$ cat src/rtl/cam_capture_rgb332_pkg.sv
// Shared definitions for the camera capture path: frame geometry, FSM
// encoding and the RGB565 -> RGB332 bit select also used by the display path.
package cam_capture_rgb332_pkg;

  localparam int CAM_AW        = 15;
  localparam int CAM_DW        = 8;
  localparam int CAM_H_PIX     = 160;
  localparam int CAM_V_PIX     = 120;
  localparam int CAM_FRAME_PIX = CAM_H_PIX * CAM_V_PIX;

  typedef enum logic {
    ST_IDLE  = 1'b0,
    ST_FRAME = 1'b1
  } cap_state_e;

  // hi is the first byte on the bus (R5 G3-high), lo the second (G3-low B5).
  function automatic logic [7:0] rgb565_to_rgb332(input logic [7:0] hi,
                                                  input logic [7:0] lo);
    return {hi[7:5], hi[2:0], lo[4:3]};
  endfunction

endpackage

$ cat src/rtl/cam_pixel_pack.sv
// Byte-pair assembler: tracks byte phase, holds the first byte and
// registers one packed RGB332 write per completed pixel.
module cam_pixel_pack
  import cam_capture_rgb332_pkg::*;
(
  input  logic       clk,
  input  logic       rst_n,
  input  logic       clear_i,
  input  logic       byte_valid_i,
  input  logic [7:0] byte_i,
  input  logic       store_i,
  output logic       pair_done_o,
  output logic       regwrite_o,
  output logic [7:0] data_o
);

  logic       phase_q, phase_d;
  logic [7:0] b1_q, b1_d;
  logic       regwrite_q, regwrite_d;
  logic [7:0] data_q, data_d;

  assign pair_done_o = byte_valid_i && phase_q;

  always_comb begin
    phase_d    = phase_q;
    b1_d       = b1_q;
    regwrite_d = 1'b0;
    data_d     = data_q;
    if (clear_i) begin
      phase_d = 1'b0;
    end else if (byte_valid_i) begin
      phase_d = ~phase_q;
      if (!phase_q) begin
        b1_d = byte_i;
      end else if (store_i) begin
        regwrite_d = 1'b1;
        data_d     = rgb565_to_rgb332(b1_q, byte_i);
      end
    end
  end

  always_ff @(posedge clk or negedge rst_n) begin
    if (!rst_n) begin
      phase_q    <= 1'b0;
      b1_q       <= '0;
      regwrite_q <= 1'b0;
      data_q     <= '0;
    end else begin
      phase_q    <= phase_d;
      b1_q       <= b1_d;
      regwrite_q <= regwrite_d;
      data_q     <= data_d;
    end
  end

  assign regwrite_o = regwrite_q;
  assign data_o     = data_q;

endmodule

$ cat src/rtl/cam_capture_rgb332.sv
// OV7670-style QQVGA capture: syncs the camera bus, frames it with vsync/href
// and writes packed RGB332 pixels to linear frame-buffer addresses.
module cam_capture_rgb332
  import cam_capture_rgb332_pkg::*;
#(
  parameter int AW    = CAM_AW,
  parameter int DW    = CAM_DW,
  parameter int H_PIX = CAM_H_PIX,
  parameter int V_PIX = CAM_V_PIX
) (
  input  logic          clk,
  input  logic          rst_n,
  input  logic          capture_en,
  input  logic          cam_vsync,
  input  logic          cam_href,
  input  logic [7:0]    cam_data,
  output logic [AW-1:0] addr_in,
  output logic [DW-1:0] data_in,
  output logic          regwrite,
  output logic          frame_done,
  output logic          busy,
  output logic          overflow
);

  localparam int XW = $clog2(H_PIX + 1);
  localparam int YW = $clog2(V_PIX + 1);

  logic       rv_q, rv2_q, rh_q, rh2_q;
  logic [7:0] rd_q;

  always_ff @(posedge clk or negedge rst_n) begin
    if (!rst_n) begin
      rv_q  <= 1'b0;
      rv2_q <= 1'b0;
      rh_q  <= 1'b0;
      rh2_q <= 1'b0;
      rd_q  <= '0;
    end else begin
      rv_q  <= cam_vsync;
      rv2_q <= rv_q;
      rh_q  <= cam_href;
      rh2_q <= rh_q;
      rd_q  <= cam_data;
    end
  end

  logic rv_fall, rv_rise, rh_fall;
  assign rv_fall = !rv_q && rv2_q;
  assign rv_rise = rv_q && !rv2_q;
  assign rh_fall = !rh_q && rh2_q;

  cap_state_e state_q, state_d;

  always_ff @(posedge clk or negedge rst_n) begin
    if (!rst_n) state_q <= ST_IDLE;
    else        state_q <= state_d;
  end

  always_comb begin
    state_d = state_q;
    case (state_q)
      ST_IDLE:  if (rv_fall && capture_en) state_d = ST_FRAME;
      ST_FRAME: if (rv_rise)               state_d = ST_IDLE;
      default:                             state_d = ST_IDLE;
    endcase
  end

  // vsync rise outranks everything else seen in the same cycle.
  logic frame_start, frame_end, line_end, byte_valid;

  always_comb begin
    frame_start = 1'b0;
    frame_end   = 1'b0;
    line_end    = 1'b0;
    byte_valid  = 1'b0;
    case (state_q)
      ST_IDLE:  frame_start = rv_fall && capture_en;
      ST_FRAME: begin
        frame_end  = rv_rise;
        line_end   = !rv_rise && rh_fall;
        byte_valid = !rv_rise && rh_q;
      end
      default: ;
    endcase
  end

  logic [XW-1:0] pix_x_q, pix_x_d;
  logic [AW-1:0] line_base_q, line_base_d;
  logic [YW-1:0] line_cnt_q, line_cnt_d;
  logic [AW-1:0] addr_q, addr_d;
  logic          ovf_q, ovf_d;
  logic          done_q;
  logic          pair_done, store_ok;
  logic [7:0]    pack_data;

  assign store_ok = (pix_x_q < XW'(H_PIX)) && (line_cnt_q < YW'(V_PIX));

  always_comb begin
    pix_x_d     = pix_x_q;
    line_base_d = line_base_q;
    line_cnt_d  = line_cnt_q;
    addr_d      = addr_q;
    ovf_d       = ovf_q;
    if (frame_start) begin
      pix_x_d     = '0;
      line_base_d = '0;
      line_cnt_d  = '0;
      ovf_d       = 1'b0;
    end else if (line_end) begin
      // Only a line that stored something advances; pix_x>0 implies line_cnt<V_PIX.
      if (pix_x_q != '0) begin
        line_base_d = line_base_q + AW'(H_PIX);
        line_cnt_d  = line_cnt_q + YW'(1);
        pix_x_d     = '0;
      end
    end else if (pair_done) begin
      if (store_ok) begin
        addr_d  = line_base_q + AW'(pix_x_q);
        pix_x_d = pix_x_q + XW'(1);
      end else begin
        ovf_d = 1'b1;
      end
    end
  end

  always_ff @(posedge clk or negedge rst_n) begin
    if (!rst_n) begin
      pix_x_q     <= '0;
      line_base_q <= '0;
      line_cnt_q  <= '0;
      addr_q      <= '0;
      ovf_q       <= 1'b0;
      done_q      <= 1'b0;
    end else begin
      pix_x_q     <= pix_x_d;
      line_base_q <= line_base_d;
      line_cnt_q  <= line_cnt_d;
      addr_q      <= addr_d;
      ovf_q       <= ovf_d;
      done_q      <= frame_end;
    end
  end

  cam_pixel_pack u_pack (
    .clk         (clk),
    .rst_n       (rst_n),
    .clear_i     (frame_start || frame_end || line_end),
    .byte_valid_i(byte_valid),
    .byte_i      (rd_q),
    .store_i     (store_ok),
    .pair_done_o (pair_done),
    .regwrite_o  (regwrite),
    .data_o      (pack_data)
  );

  assign addr_in    = addr_q;
  assign data_in    = DW'(pack_data);
  assign frame_done = done_q;
  assign busy       = (state_q == ST_FRAME);
  assign overflow   = ovf_q;

endmodule

$ cat config.mk
export PLATFORM = sky130hd
export DESIGN_NAME = cam_capture_rgb332
export DESIGN_NICKNAME = d
export VERILOG_FILES = /design/src/rtl/cam_capture_rgb332_pkg.sv /design/src/rtl/cam_pixel_pack.sv /design/src/rtl/cam_capture_rgb332.sv
export SDC_FILE = /design/constraint.sdc
export NUM_CORES = 1
export LEC_CHECK = 0
export ABC_AREA = 0
export BUFFER_PORTS_ARGS = -buffer_cell sky130_fd_sc_hd__buf_4
export CORE_MARGIN = 1.5
export CORE_UTILIZATION = 57
export DETAILED_ROUTE_END_ITERATION = 7
export PLACE_DENSITY = 0.84
export SYNTH_ARGS = -nofsm -noshare
export SYNTH_HDL_FRONTEND = slang
export SYNTH_SLANG_ARGS = --single-unit
$ cat constraint.sdc
create_clock -name clk -period 2.55 [get_ports clk]
set_clock_uncertainty 0.05 [all_clocks]
set_input_delay 0.255 -clock clk [delete_from_list [all_inputs] [get_ports clk]]
set_output_delay 0.255 -clock clk [all_outputs]
set_load 0.005 [all_outputs]
==> impl_metrics.csv <==
group,metric,value,unit
finish,finalNetCount,336,
power,vdd_drop_max,0.557,mV
clock_tree,clock_latency,350,ps
timing,tns,0,ps
finish,fillerInstances,382,
place,io_buffers,39,
clock_tree,path_clk_slew,80,ps
global_routing,grt_usage,21.4,%
logic_synthesis,yosysTopAreaCell,"dfrtp_1",
routing,viasPerCell,5.48,
setup_path,cp_max_fo,9,
clock_tree,cts_buffers,9,
logic_synthesis,netlist-cell-type-count,43,
clock_tree,root_buffer,"clkbuf_8",
die,start_util,59.7,%
routing,finalWirelength,5.62,mm
logic_synthesis,yosys_most_used_dff,"dfrtp_1",
logic_synthesis,syn_nets,283,
die,ios,40,
logic_synthesis,synth_area_leaders,"dfrtp_1 (57%), mux2_2 (8.4%), xnor2_1 (4.3%)",
power,p_seq_share,47.1,%
global_routing,antenna_found_initial,0,
finish,seq_area,1780,um^2
setup_path,timing.rr.end,"line_base_q[14]",
power,p_per_area,910,nW/um^2
power,cell_internal_pwr,2.45,mW
setup_path,worstSetupStartpointType,"register",
power,p_comb_share,23.5,%
timing,finalSetupViolCount,0,
clock_tree,cts_tree,"done",
setup_path,end_kind,"register",
routing,wirelength_met1,2.44,mm
die,num_rows,26,
logic_synthesis,synth_area,3090,um^2
hold_path,hold_depth,3,
setup_path,worstPathArrival,2370,ps
finish,instances_no_fill,391,
setup_path,setup.worst_path.class,"reg2reg",
logic_synthesis,avgSynthCellArea,11.8,um^2
power,p_sw,0.985,mW
clock_tree,h-tree-depth,3,
routing,drt_iter0_drc,130,
routing,routed-wl-met2,2.74,mm
routing,wl_met3,278,um
logic_synthesis,synth_top_cell_area_share,57.5,%
clock_tree,clock_path_buffers,2,
finish,num_antenna_cells,0,
logic_synthesis,synth.most_common_cell,"dfrtp_1",
timing,slew_headroom,43.5,%
power,leakagePower,1.75,nW
global_routing,overflow,0,
setup_path,r2r_start,"busy",
die,core,5170,um^2
logic_synthesis,syn_inst,263,
place,dp_cells,364,
routing,highest_layer,"met4",
timing,rsz0062_at_grt,"false",
setup_path,r2r_setup_slack,400,ps
clock_tree,clkSinkCount,71,
logic_synthesis,synth_common_cells,"dfrtp_1 (71), nor2_1 (29), mux2_2 (23)",
global_routing,grt_pass1_wl,9.60,mm
die,dieArea,5870,um^2
timing,report.final.hold_viol_count,0,
job,maxCapViolCount,0,
logic_synthesis,ys_seq_area_share,57.5,%
routing,route.detailed.drc,0,
setup_path,critPathMaxStageDelay,480,ps
place,hpwl,3.73,mm
timing,drv_slew,0,
finish,multiInputGateArea,1240,um^2
setup_path,cp_cell_sequence,"nand4bb_1, nand4_1, nand3_1, or3_1, a21oi_1",
finish,areaGrowthSynthToFinish,22.1,%
place,globalplace.congestion,0.809,
routing,first_pass_iters,4,
timing,fin_crit_sh,84.5,%
power,p_sw_share,28.7,%
status,run_status,"finished, final reports clean",
routing,wire_per_inst,14.4,um
setup_path,cp_slowest_cell,"nand4bb_1",
routing,via_count,2141,
logic_synthesis,ys_async_sr_fraction,100,%
finish,layout-drive-gt1-share,27.1,%
routing,ant_nets,0,
logic_synthesis,synth-seq-cells,71,
setup_path,cp.required,2760,ps
power,p_clk_share,29.4,%
timing,worstMarginPinSlew,848,ps
hold_path,hold_path.class,"in2reg",
die,die_w,76.6,um
setup_path,reg2regPathDepth,5,
die,die_h,76.6,um
hold_path,hp-start,"capture_en",
global_routing,grt_pass1_vias,2100,
hold_path,whs_endpoint,"busy",
timing,fmax,464,MHz
global_routing,grt_max_degree,72,
logic_synthesis,synth_edf_count,0,
timing,fin_crit,2150,ps
logic_synthesis,ys_warn_count,0,
[layer usage]
| layer | track usage, % | up-vias |
|---|---|---|
| met3 | 4.91 | 13 |
| met2 | 32.8 | 65 |
| met5 | 0 | - |
| li1 | - | 1026 |
| met4 | 14.3 | 0 |
| met1 | 27.2 | 1037 |
[worst max-delay path: cells and delay by family (launching register included)]
kind / cells / cell delay (ps)
AOI/OAI and AO/OA: 1 / 150
DFF: 1 / 470
and+or+nand+nor: 4 / 1400
[power by group through the flow]
stage	Clock [mW]	Combinational, mW	Sequential [mW]
2_1_floorplan	0	0.430	1.60
3_3_place_gp	0	0.764	1.62
3_5_place_dp	0	0.801	1.63
4_1_cts	1.02	0.817	1.62
5_1_grt	1.07	0.897	1.66
6_report	1.01	0.807	1.62
[layout make-up]
type,instances,share of cell area (%)
repair buffers,53,11.3
well taps,70,2.32
inverters,4,0.398
clock inverters,7,2.72
clock buffers,9,3.28
flip-flops and latches,71,47.1
multi-input cells,177,32.9
[worst max path at each step]
stage / start / endpoint / slack [ps] / cells after the start
after floorplan: rv_q / line_cnt_q[5] / 550 / 7
after global placement: rv_q / pix_x_q[7] / 510 / 6
after detailed placement: rv_q / pix_x_q[7] / 430 / 6
after CTS: busy / line_base_q[14] / 400 / 5
after global routing: busy / line_base_q[12] / 200 / 5
final: busy / line_base_q[14] / 400 / 5
[cell usage in the layout, fill, tap and decap left out, types with 4 or more instances in the layout]
master | synthesis | layout
buf_4 | 1 | 42
inv_1 | 4 | 4
mux2_2 | 23 | 23
nor3_1 | 10 | 10
nand4_1 | 7 | 7
a21oi_1 | 13 | 13
ha_1 | 7 | 7
xor2_1 | 6 | 6
nand2_1 | 16 | 16
dfrtp_1 | 71 | 71
nand3_1 | 5 | 5
and2_1 | 5 | 5
xnor2_1 | 15 | 15
clkbuf_8 | 0 | 9
dlygate4sd3_1 | 0 | 11
mux2i_1 | 5 | 5
o21ai_0 | 4 | 4
nor2_1 | 29 | 28
[stage by stage]
step | util (%) | cell area (um^2) | hold slack (ps) | setup WS (ps) | power, mW
detailed placement | 66.4 | 3440 | 315 | 435 | 2.43
floorplan | - | 3090 | -90.6 | 555 | 2.03
global route | 73.0 | 3770 | 226 | 203 | 3.63
finish | 73.0 | 3770 | 215 | 395 | 3.43
global placement | 66.4 | 3440 | 314 | 508 | 2.38
CTS | 73.0 | 3770 | 219 | 402 | 3.46
[registers in the layout (all words and copies together), names as in the netlist]
name	flops
addr_in	15
line_base_q	10
pix_x_q	8
rd_q	8
u_pack.data_o	8
line_cnt_q	7
u_pack.b1_q	6
busy	1
frame_done	1
overflow	1
rh2_q	1
rh_q	1
rv2_q	1
rv_q	1
u_pack.phase_q	1
u_pack.regwrite_o	1
[repair_timing]
item / 4_1_cts / 5_1_grt
gates resized for setup: 0 / 0
endpoints found under the hold margin: 49 / 0
setup buffers: 0 / 0
hold buffers: 11 / 0
[kinds of logic (layout without fill, tap and decap cells)]
kind of cell,Yosys count,count (layout),share of synthesized area (%)
xor gates and xnor gates,21,21,5.95
and+or+nand+nor,92,92,15.2
muxes,28,28,10.0
buffers and inverters,15,73,2.39
AOI/OAI and AO/OA,29,29,6.11
adders and majority gates,7,7,2.83
DFF,71,71,57.5
(Power assumes the default switching activity.)
